**src/rtl/rand_share_arbiter.sv**
```systemverilog
// rand_share_arbiter: shares one WIDTH-bit random stream among NUM_REQ
// requesters. Requesters are served round-robin. Each draw is bounded to an
// inclusive per-requester limit by rejection sampling. After MAX_TRIES
// rejected samples, a masked fallback value is delivered instead.
//
// Optional build macro RAND_LFSR_EN: an internal 9-bit LFSR (x^9+x^5+1)
// replaces rnd_in/rnd_valid as the sample source.
module rand_share_arbiter #(
  parameter int         NUM_REQ   = 4,
  parameter int         WIDTH     = 9,
  parameter int         MAX_TRIES = 4,
  parameter logic [8:0] SEED      = 9'h1A5
) (
  input  logic                     clk,
  input  logic                     reset_n,
  input  logic [WIDTH-1:0]         rnd_in,
  input  logic                     rnd_valid,
  input  logic [NUM_REQ-1:0]       req,
  input  logic [NUM_REQ*WIDTH-1:0] lim,
  output logic [NUM_REQ-1:0]       ack,
  output logic [WIDTH-1:0]         rand_out,
  output logic [2:0]               grant_idx,
  output logic                     busy
);

  localparam logic [1:0] IDLE = 2'd0;
  localparam logic [1:0] DRAW = 2'd1;
  localparam logic [1:0] ACK  = 2'd2;

  // The last rejection index at which the fallback path takes over.
  localparam logic [3:0] TRY_LAST = 4'(MAX_TRIES - 1);

  logic [1:0]       state;
  logic [2:0]       rr_ptr;
  logic [3:0]       tries;
  logic [7:0]       req_ext;
  logic [WIDTH-1:0] lim_a [8];
  logic [WIDTH-1:0] lim_g;
  logic [WIDTH-1:0] smp;
  logic             smp_vld;
  logic [2:0]       pick;
  logic [2:0]       nxt;
  logic [7:0]       onehot;

  // Pad request and limit vectors to 8 entries.
  // This lets a 3-bit index address them at any NUM_REQ.
  assign req_ext = 8'(req);

  for (genvar i = 0; i < 8; i++) begin : g_lim
    if (i < NUM_REQ) begin : g_on
      assign lim_a[i] = lim[i*WIDTH +: WIDTH];
    end else begin : g_off
      assign lim_a[i] = '0;
    end
  end

  // Live limit of the granted requester.
  // It may change mid-draw; every sample is compared against the current value.
  assign lim_g  = lim_a[grant_idx];
  assign nxt    = (int'(grant_idx) == NUM_REQ - 1) ? 3'd0 : grant_idx + 3'd1;
  assign onehot = 8'd1 << grant_idx;
  assign busy   = (state != IDLE);

`ifdef RAND_LFSR_EN
  localparam logic [8:0] SEED_INIT = (SEED == 9'h000) ? 9'h001 : SEED;

  logic [8:0] lfsr;
  logic       unused_ports;

  if (WIDTH != 9) begin : g_width_chk
    $error("rand_share_arbiter: WIDTH must be 9 when RAND_LFSR_EN is defined");
  end

  // Free-running Fibonacci LFSR; a stuck-at-zero state is kicked back to 1.
  always_ff @(posedge clk or negedge reset_n) begin
    if (!reset_n)            lfsr <= SEED_INIT;
    else if (lfsr == 9'h000) lfsr <= 9'h001;
    else                     lfsr <= {lfsr[7:0], lfsr[8] ^ lfsr[4]};
  end

  assign smp          = WIDTH'(lfsr);
  assign smp_vld      = 1'b1;
  assign unused_ports = ^{rnd_in, rnd_valid};
`else
  localparam logic [8:0] unused_seed = SEED;

  assign smp     = rnd_in;
  assign smp_vld = rnd_valid;
`endif

  // Round-robin pick: the first requester at or after rr_ptr, with wrap.
  // The loop runs downward so that the smallest offset is written last and wins.
  always_comb begin
    pick = rr_ptr;
    for (int k = NUM_REQ - 1; k >= 0; k--) begin
      if (req_ext[3'((int'(rr_ptr) + k) % NUM_REQ)])
        pick = 3'((int'(rr_ptr) + k) % NUM_REQ);
    end
  end

  // Grant / draw / deliver sequencer.
  // ack is a one-cycle strobe raised on entry to ACK.
  always_ff @(posedge clk or negedge reset_n) begin
    if (!reset_n) begin
      state     <= IDLE;
      rr_ptr    <= 3'd0;
      tries     <= 4'd0;
      ack       <= '0;
      rand_out  <= '0;
      grant_idx <= 3'd0;
    end else begin
      ack <= '0;
      case (state)
        IDLE: begin
          if (|req) begin
            grant_idx <= pick;
            tries     <= 4'd0;
            state     <= DRAW;
          end
        end
        DRAW: begin
          if (!req_ext[grant_idx]) begin
            // Requester withdrew; move past it without delivering.
            rr_ptr <= nxt;
            state  <= IDLE;
          end else if (smp_vld) begin
            if (smp <= lim_g) begin
              rand_out <= smp;
              ack      <= onehot[NUM_REQ-1:0];
              state    <= ACK;
            end else if (tries == TRY_LAST) begin
              // Masking by the limit keeps the fallback value in range.
              rand_out <= smp & lim_g;
              ack      <= onehot[NUM_REQ-1:0];
              state    <= ACK;
            end else begin
              tries <= tries + 4'd1;
            end
          end
        end
        ACK: begin
          rr_ptr <= nxt;
          state  <= IDLE;
        end
        default: state <= IDLE;
      endcase
    end
  end

endmodule

```
**config.mk**
```make
export PLATFORM = sky130hd
export DESIGN_NAME = rand_share_arbiter
export DESIGN_NICKNAME = d
export VERILOG_FILES = /design/src/rtl/rand_share_arbiter.sv
export SDC_FILE = /design/constraint.sdc
export NUM_CORES = 1
export LEC_CHECK = 0
export ABC_AREA = 0
export CORE_MARGIN = 3
export CORE_UTILIZATION = 45
export DETAILED_ROUTE_END_ITERATION = 8
export PLACE_DENSITY = 0.83
export SETUP_SLACK_MARGIN = 0.5
export SLEW_MARGIN = 20
export SYNTH_ARGS = -nofsm -noshare
export SYNTH_HDL_FRONTEND = slang
export SYNTH_SLANG_ARGS = --single-unit
```
**constraint.sdc**
```tcl
create_clock -name clk -period 3.9 [get_ports clk]
set_input_delay 0.39 -clock clk [delete_from_list [all_inputs] [get_ports clk]]
set_output_delay 0.39 -clock clk [all_outputs]
set_load 0.03 [all_outputs]
```
==> metrics.txt <==
relative slew slack=between 50% and 60%; grt met3 use=2.87%; most frequent cells in the layout=67 x clkdlybuf4s50_1, 26 x inv_1, 24 x dfrtp_1; Syn Area/Cell=9.33 um^2; endpoints failing setup=0; Arr. time, crit path=around 3.3 ns; Mapped Cells=220; share of post-route cells with drive strength above 1=about 8.5%; EDFF count, synth=0; cell area after layout=~2800 um^2; initial DRC count=151; register area share after synthesis=between 20% and 30%; Placement Setup Slack=slightly below 0.7 ns; status=finished clean; setup bufs post-CTS=0; post-cts resize count=0; die width=between 70 and 80 um; IO buf count=approximately 70; initial core utilization=between 40% and 50%; GRT Max-Usage Layer=met2; fmax=approximately 320 MHz; gr ovfl total=0; Buf/Inv on CP=2; power per cell area=659 nW/um^2; CP max stage cell=dfrtp_1; area of the core=between 4000 and 5000 um^2; Clock Sink Count=24; htree depth=1; row count=23; met2 GRT Util=34.9%; Die ar.=roughly 5400 um^2; overall routing resource usage=around a fifth; mux contribution to synthesized area=roughly 6.6%; post-layout minimum cycle time=between 3 and 4 ns; setup slack after layout=0.741 ns; required time of the critical path=between 4 and 5 ns; CTS tree=built; initial antenna violation count=0; Post-DP HPWL=around 4 mm; crit-path max FO=14; #FFs+latches synth=24; Leak=around 1.2 nW; Final GP Congestion=~0.85; Post-synth ARST share=100%; Synth Area in Simple Gates=15.9%; family with the most delay on the worst path=compound AO/OA/AOI/OAI gates; compound-gate portion of the synthesized area=between 20% and 30%; CP most frequent cell=buf_4; drc violations=0; commonest non-fill, non-tap cell in the layout=clkdlybuf4s50_1; number of diodes=0; Synth cell types=54; final cell count without fillers=334; Synth Area in Adders=14.0%; fin. max-slew vios=0; cts hold-fix bufs=0; most common flop cell mapped by yosys=dfrtp_1; clk_skew=0.00504 ns; Final #Nets=360; critical path class=register to register; via/cell ratio=5.75; worst vdd ir=between 0.0002 and 0.0003 V; Placement Cell Area=2750 um^2; Worst-Skew Late Latency=around 0.27 ns; Ports=69; met1 Resource Use GR=between 20% and 30%; Final period util=81.0%; Detailed Routing Iterations Pass 1=5; top post-synthesis cells by area=dfrtp_1 29%, ha_1 14%, inv_1 4.8%; die height=around 74 um; Layout area overhead=37.4%; post-route setup TNS=0 ns; CTS Buf Count=3; RSZ-0062 raised after global routing=false; post-synth top area cell=dfrtp_1; Hold Path Class=primary input to async pin; Slew @ Worst Pin=approximately 0.64 ns; crit-path cells=buf_4, a211oi_1, a211o_1, ha_1, a21oi_1, o21ai_1, a2111oi_2, buf_4, o31a_2, o221ai_1; Worst path max stage delay=0.56 ns; Placed Cells=330; max_cap viols=0; vias in the first global route=approximately 1,800; pin count of the biggest net entering global routing=25; first-pass GRT wire length=about 8.6 mm; Wirelength per Cell=15.7 um; CP Capture Type=register; Post-Synth XOR/XNOR Area=0%; final hold vios=0; main combinational cell family by area after synthesis=compound AO/OA/AOI/OAI gates; Root Driver=clkbuf_8; cell area after synthesis=just over 2000 um^2; antenna viol nets, final=0; Synth Warn #=0; CP Launch Type=register; Clock Path Buffers=2; Total Routed Length=roughly 5.2 mm; total number of vias=1,921; Net Count, Synth=a little under 300; clock-pin slew on the worst setup and hold paths=0.09 ns; Synth top area share=29.3%
[sequential cells by signal, summed over array words and instances, names as in the netlist]
name / count
state: 2
rand_out: 9
tries: 4
rr_ptr: 2
grant_idx: 3
ack: 4
[through the flow]
step                      utilization (%)  total power [mW]  hold slack (ns)
after global routing                 67.1              2.01            0.140
after global placement               65.5              1.60            0.516
final                                67.1              1.86            0.102
after detailed placement             65.5              1.63            0.508
after CTS                            67.2              1.87            0.526
after floorplan                         -              1.27           0.0944
[Yosys cell counts, types with 3 or more instances]
cell,n
o221ai_1,10
ha_1,23
clkbuf_1,3
nor2b_1,7
o211ai_1,11
o31a_1,3
and2_1,4
o21ai_0,5
buf_2,4
dfrtp_1,24
and2b_1,3
nor2_1,5
inv_1,26
a21oi_1,7
mux2i_1,8
nand2_1,13
a211oi_1,9
a211o_1,8
buf_6,4
[cells by family (layout without fill, tap and decap cells)]
| kind of cell | after synthesis | in the layout |
|---|---|---|
| buf+inv | 40 | 104 |
| compound gates | 67 | 67 |
| simple gates | 55 | 55 |
| fa+ha+maj | 23 | 23 |
| flops | 24 | 24 |
| mux | 11 | 11 |
[power by group]
group,switching [mW],internal (mW)
logic,0.670,0.547
clock network,0.0868,0.137
registers,0.0780,0.340
total,0.835,1.02
[final cells by class]
| type | instances | area [um^2] |
|---|---|---|
| repair buffers | 74 | 721 |
| flip-flops and latches | 24 | 601 |
| well taps | 50 | 62.6 |
| inverters | 26 | 97.6 |
| multi-input cells | 156 | 1270 |
| clock buffers | 3 | 41.3 |
| fillers | 334 | 1380 |
| clock inverters | 1 | 30.0 |
[path summary, 6_finish.rpt]
check                               to  slack, ns  cells past startpoint    startpoint
setup reg to reg           rand_out[8]       0.74                     10  grant_idx[1]
hold reg to reg               tries[0]       0.53                      1      tries[0]
setup / recovery           rand_out[8]       0.74                     10  grant_idx[1]
min in group clk              tries[0]       0.53                      1      tries[0]
hold / removal             rand_out[4]       0.10                      1       reset_n
max in group asynchronous     tries[2]       3.41                      1       reset_n
[metal layers]
metal	wire [um]	part of all wire (%)
met2	2570	49
met5	0	0
met1	2250	43
met4	119	2.3
met3	293	5.6
[worst register-to-register path: stages, from the launching register on]
cell and delay (ns):
dfrtp_1 0.56, buf_4 0.27, a211oi_1 0.09, a211o_1 0.30, ha_1 0.31, a21oi_1 0.18
o21ai_1 0.10, a2111oi_2 0.44, buf_4 0.24, o31a_2 0.36, o221ai_1 0.17
Note: power is estimated with default switching activity, not from simulation.
